### src/rtl/piso_serializer.sv
// -----------------------------------------------------------------------------
// piso_serializer
//
// Parallel-in, serial-out transmitter. A WIDTH-bit word is accepted through a
// valid/ready handshake and shifted out one bit per accepted serial beat. The
// first and last bits of each word are flagged. When a new word is offered on
// the last-bit beat, it is loaded on that same edge, so consecutive words
// stream with no idle cycle between them.
//
// Parameters
//   WIDTH      parallel word width in bits (>= 2)
//   LSB_FIRST  0: bit WIDTH-1 leaves first, 1: bit 0 leaves first
//
// Ports
//   clk        rising-edge clock
//   reset      asynchronous, active-high reset
//   par_data   parallel word to transmit
//   par_valid  par_data is valid
//   par_ready  block can take a word this cycle
//   ser_out    current serial bit (driven 0 when ser_valid is low)
//   ser_valid  ser_out holds a valid bit
//   ser_ready  downstream accepts ser_out this cycle
//   ser_first  ser_out is the first bit of a word
//   ser_last   ser_out is the last bit of a word
//   busy       a word is in flight
// -----------------------------------------------------------------------------
module piso_serializer #(
  parameter int WIDTH     = 32,
  parameter bit LSB_FIRST = 1'b0
) (
  input  logic             clk,
  input  logic             reset,
  input  logic [WIDTH-1:0] par_data,
  input  logic             par_valid,
  output logic             par_ready,
  output logic             ser_out,
  output logic             ser_valid,
  input  logic             ser_ready,
  output logic             ser_first,
  output logic             ser_last,
  output logic             busy
);

  localparam int            CW       = (WIDTH > 1) ? $clog2(WIDTH) : 1;
  localparam logic [CW-1:0] LAST_IDX = CW'(WIDTH - 1);
  localparam logic [CW-1:0] CNT_ONE  = CW'(1);
  localparam logic [CW-1:0] CNT_ZERO = CW'(0);

  typedef enum logic [0:0] {
    S_IDLE  = 1'b0,
    S_SHIFT = 1'b1
  } state_t;

  state_t           r_state;
  state_t           w_state_nxt;
  logic [WIDTH-1:0] r_shift;
  logic [WIDTH-1:0] w_shift_nxt;
  logic [CW-1:0]    r_cnt;
  logic [CW-1:0]    w_cnt_nxt;

  logic w_in_shift;
  logic w_at_last;
  logic w_beat;
  logic w_load;
  logic w_out_bit;

  // Move the word one position toward the output end, zero-filling behind it.
  function automatic logic [WIDTH-1:0] shift_once(input logic [WIDTH-1:0] v);
    logic [WIDTH-1:0] res;
    if (LSB_FIRST) begin
      res = {1'b0, v[WIDTH-1:1]};
    end else begin
      res = {v[WIDTH-2:0], 1'b0};
    end
    return res;
  endfunction

  // Handshake decode. par_ready in SHIFT opens only on the last-bit beat so a
  // new word can be loaded on the same edge that retires the old one.
  always_comb begin
    w_in_shift = (r_state == S_SHIFT);
    w_at_last  = (r_cnt == LAST_IDX);
    w_beat     = w_in_shift && ser_ready;
    par_ready  = 1'b0;
    case (r_state)
      S_IDLE:  par_ready = ~reset;
      S_SHIFT: par_ready = ~reset & w_at_last & ser_ready;
      default: par_ready = 1'b0;
    endcase
    w_load = par_valid && par_ready;
  end

  // Next-state, shift-register and counter update.
  always_comb begin
    w_state_nxt = r_state;
    w_shift_nxt = r_shift;
    w_cnt_nxt   = r_cnt;
    case (r_state)
      S_IDLE: begin
        if (w_load) begin
          w_state_nxt = S_SHIFT;
          w_shift_nxt = par_data;
          w_cnt_nxt   = CNT_ZERO;
        end else begin
          w_state_nxt = S_IDLE;
        end
      end
      S_SHIFT: begin
        if (w_beat) begin
          if (w_at_last) begin
            if (w_load) begin
              w_state_nxt = S_SHIFT;
              w_shift_nxt = par_data;
              w_cnt_nxt   = CNT_ZERO;
            end else begin
              // Word finished; counter returns to 0 rather than wrapping.
              w_state_nxt = S_IDLE;
              w_shift_nxt = {WIDTH{1'b0}};
              w_cnt_nxt   = CNT_ZERO;
            end
          end else begin
            w_shift_nxt = shift_once(r_shift);
            w_cnt_nxt   = r_cnt + CNT_ONE;
          end
        end else begin
          // Stalled: everything holds.
          w_state_nxt = S_SHIFT;
        end
      end
      default: begin
        w_state_nxt = S_IDLE;
        w_shift_nxt = {WIDTH{1'b0}};
        w_cnt_nxt   = CNT_ZERO;
      end
    endcase
  end

  // State, shift register and bit counter.
  always_ff @(posedge clk or posedge reset) begin
    if (reset) begin
      r_state <= S_IDLE;
      r_shift <= {WIDTH{1'b0}};
      r_cnt   <= CNT_ZERO;
    end else begin
      r_state <= w_state_nxt;
      r_shift <= w_shift_nxt;
      r_cnt   <= w_cnt_nxt;
    end
  end

  // Serial outputs are decoded from registers only; par_data never reaches
  // ser_out combinationally.
  always_comb begin
    w_out_bit = LSB_FIRST ? r_shift[0] : r_shift[WIDTH-1];
    ser_valid = w_in_shift;
    busy      = w_in_shift;
    ser_out   = w_in_shift & w_out_bit;
    ser_first = w_in_shift & (r_cnt == CNT_ZERO);
    ser_last  = w_in_shift & w_at_last;
  end

endmodule

### config.mk
export PLATFORM = sky130hd
export DESIGN_NAME = piso_serializer
export DESIGN_NICKNAME = d
export VERILOG_FILES = /design/src/rtl/piso_serializer.sv
export SDC_FILE = /design/constraint.sdc
export NUM_CORES = 1
export LEC_CHECK = 0
export CELL_PAD_IN_SITES_DETAIL_PLACEMENT = 1
export CELL_PAD_IN_SITES_GLOBAL_PLACEMENT = 1
export CORE_MARGIN = 3
export CORE_UTILIZATION = 41
export CTS_BUF_LIST = sky130_fd_sc_hd__clkbuf_4
export CTS_CLUSTER_DIAMETER = 40
export DETAILED_ROUTE_END_ITERATION = 6
export PLACE_DENSITY_LB_ADDON = 0.15
export SLEW_MARGIN = 20
export SYNTH_ARGS = -nofsm -noshare
export SYNTH_HDL_FRONTEND = slang
export SYNTH_SLANG_ARGS = --single-unit
### constraint.sdc
create_clock -name clk -period 2.6 [get_ports clk]
set_input_delay 0.78 -clock clk [delete_from_list [all_inputs] [get_ports clk]]
set_output_delay 0.78 -clock clk [all_outputs]
set_load 0.01 [all_outputs]
==> results.py <==
metrics = {
    "worst_hold_path": {
        "hold_path.class": "reg -> reg",
        "hp-start": "r_shift[13]",
        "whs_path_depth": 2,
        "min_to": "r_shift[14]",
    },
    "timing": {
        "fin_tns_setup_ns": 0,
        "period_share": 0.9663,
        "fin_crit_ns": 2.512,
        "clock.fmax_mhz": 398.0,
        "final_hold_viol_count": 0,
        "relSlewSlack": 0.6569,
        "slew_violations": 0,
        "setup_slack_ns": 0.08775,
        "hold_slack_ns": 0.5563,
        "setup_viol": 0,
        "finClkSkew_ns": 0.01237,
        "tightest_slew_ns": 0.5139,
    },
    "cells_and_area": {
        "multi_input_area_um2": 1054,
        "drive_above_1_share": 0.2287,
        "diodes": 0,
        "stdcell_count": 325,
        "final_area_um2": 2676,
        "regArea_um2": 950.9,
        "fin_nets": 298,
        "syn_to_final_growth_pct": 24.58,
        "finish.utilization": 0.5485,
        "fillCellCount": 578,
    },
    "power_and_ir_drop": {
        "cellLeakagePower_nw": 1.068,
        "irDropWorstVdd_v": 0.0003429,
        "power_density_nw_per_um2": 674.1,
        "power_mw": 1.804,
    },
    "placement": {
        "port_buffers": 41,
        "dp.cells": 316,
        "place_ws_ns": -0.2587,
        "dpl.hpwl_um": 3711,
        "place_area_um2": 2611,
        "place_congestion": 0.7469,
    },
    "global_route": {
        "antenna_found_initial": 0,
        "grt_usage": 0.1904,
        "grt_overflow_total": 0,
        "grt_first_pass_wirelength_um": 9280,
        "grt_pass1_vias": 1915,
        "grt_start_max_net_pins": 39,
    },
    "cts": {
        "cts_sinks": 38,
        "cts_tree": "done",
        "insertion_delay_ns": 0.35,
        "root_buffer": "clkbuf_4",
        "numCtsBuffers": 5,
        "clk_path_buf_depth": 2,
        "ctsHoldBuffers": 0,
        "cts_htree_levels": 2,
        "path_clk_slew_ns": 0.11,
    },
    "run_status": {
        "status": "completed",
    },
    "detailed_routing": {
        "routed_via_density": 5.606,
        "ant_nets": 0,
        "drtPass1Iterations": 4,
        "wl_um": 5464,
        "drc": 0,
        "post_drt_wl_per_cell_um": 16.81,
        "drt_iter0_drc": 87,
        "num_vias": 1822,
    },
    "worst_setup_path": {
        "crit_path_end_kind": "output port",
        "rr_worst_depth": 8,
        "r2r-start": "r_cnt[1]",
        "start_kind": "register",
        "critPathMaxFanout": 3,
        "required_ns": 1.82,
        "r2r_end": "r_shift[13]",
        "worstSetupPathType": "reg -> out",
        "r2r_slack_ns": 0.55,
        "critPathArrivalTime_ns": 1.73,
    },
    "floorplanning": {
        "fp.coreArea_um2": 4880,
        "start_util": 0.4403,
        "dieArea_um2": 6144,
        "rows": 25,
        "die_x_um": 78.39,
        "io_pins": 42,
        "die_h_um": 78.39,
    },
    "logic_synthesis": {
        "ys_warn_count": 0,
        "syn_avg_cell_area_um2": 9.810,
        "synth_seq_cells": 38,
        "syn-num-nets": 258,
        "netlist_area_um2": 2148,
        "synthCells": 219,
        "yosysSeqAreaShare": 0.4426,
        "synth_cell_types": 31,
    },
    "job": {
        "maxCapViolCount": 0,
    },
}
## layout by cell type, fill, tap and decap left out, drive strengths merged, types with 3 or more instances in the layout
cell type | netlist | routed
a22o | 4 | 4
and2 | 3 | 3
dfrtp | 38 | 38
buf | 8 | 16
clkdlybuf4s50 | 0 | 38
nand2 | 33 | 33
a31oi | 31 | 31
clkbuf | 15 | 5
o21ai | 32 | 32
inv | 5 | 5
ha | 3 | 3
nor3 | 31 | 31
## state kept, by name, indices dropped and copies added (netlist names)
name	flops
r_shift	32
busy	1
r_cnt	5
## report_power, final
group	internal (mW)	switching (mW)
Clock	0.0925	0.190
Combinational	0.336	0.279
Sequential	0.782	0.123
## final cells by class
type	instances	share of cell area
clock buffers	5	0.01403
clock inverters	1	0.001403
inverters	5	0.007013
multi-input cells	153	0.3936
flip-flops and latches	38	0.3553
well taps	67	0.03132
repair buffers	56	0.1973
## timing repair
action	in CTS	in global routing
endpoints found under the setup margin	3	2
pin swaps	0	1
gates resized for setup	6	3
cloned	0	0
setup buffers	2	1
## logic make-up (layout without fill, tap and decap cells)
| kind of cell | Yosys count | count (layout) | synth area share |
|---|---|---|---|
| and+or+nand+nor | 77 | 77 | 0.1753 |
| AOI/OAI and AO/OA | 71 | 71 | 0.2831 |
| DFF | 38 | 38 | 0.4426 |
| buffers and inverters | 28 | 67 | 0.07221 |
| adders and majority gates | 3 | 3 | 0.01747 |
| xor gates and xnor gates | 1 | 1 | 0.004078 |
| muxes | 1 | 1 | 0.005241 |
## worst max path at each step
stage / endpoint / start / slack (ns)
floorplan: par_ready / r_cnt[1] / 0.62
global placement: par_ready / ser_ready / -0.18
detailed placement: par_ready / ser_ready / -0.26
CTS: par_ready / r_cnt[0] / 0.01
global route: ser_last / r_cnt[0] / -0.002
finish: ser_last / r_cnt[1] / 0.09
## Yosys cell counts
| cell | n | share of area |
|---|---|---|
| a21oi_1 | 1 | 0.0023 |
| a22o_1 | 4 | 0.016 |
| a31oi_1 | 1 | 0.0029 |
| a31oi_2 | 30 | 0.17 |
| and2_1 | 2 | 0.0058 |
| and2_4 | 1 | 0.0041 |
| and3_1 | 1 | 0.0029 |
| and4b_1 | 1 | 0.0047 |
| buf_2 | 1 | 0.0023 |
| buf_4 | 1 | 0.0035 |
| buf_6 | 6 | 0.031 |
| clkbuf_1 | 15 | 0.026 |
| dfrtp_1 | 38 | 0.44 |
| ha_1 | 3 | 0.017 |
| inv_1 | 4 | 0.0070 |
| inv_2 | 1 | 0.0017 |
| mux2_2 | 1 | 0.0052 |
| nand2_1 | 33 | 0.058 |
| nand3_1 | 1 | 0.0023 |
| nand3b_1 | 1 | 0.0035 |
| nor2_1 | 1 | 0.0017 |
| nor2b_1 | 2 | 0.0058 |
| nor3_1 | 31 | 0.072 |
| nor3b_4 | 1 | 0.0087 |
| nor4_1 | 1 | 0.0029 |
| o21ai_0 | 32 | 0.075 |
| o221ai_1 | 1 | 0.0041 |
| o2bb2ai_1 | 1 | 0.0041 |
| o32ai_1 | 1 | 0.0041 |
| or2_1 | 1 | 0.0029 |
| xnor2_1 | 1 | 0.0041 |
## layer usage
metal,GRT usage,share of wire,vias up
li1,-,-,870
met1,0.2496,0.45,911
met2,0.3211,0.51,33
met3,0.04702,0.034,8
met4,0.03671,0.010,0
met5,0,0,-
## worst max-delay path: stages (launching register included)
cell and delay, ns:
dfrtp_1 0.42, ha_2 0.20, and3_1 0.15, ha_2 0.19, and2_1 0.15, dlygate4sd2_1 0.28
Note: power is estimated with default switching activity, not from simulation.
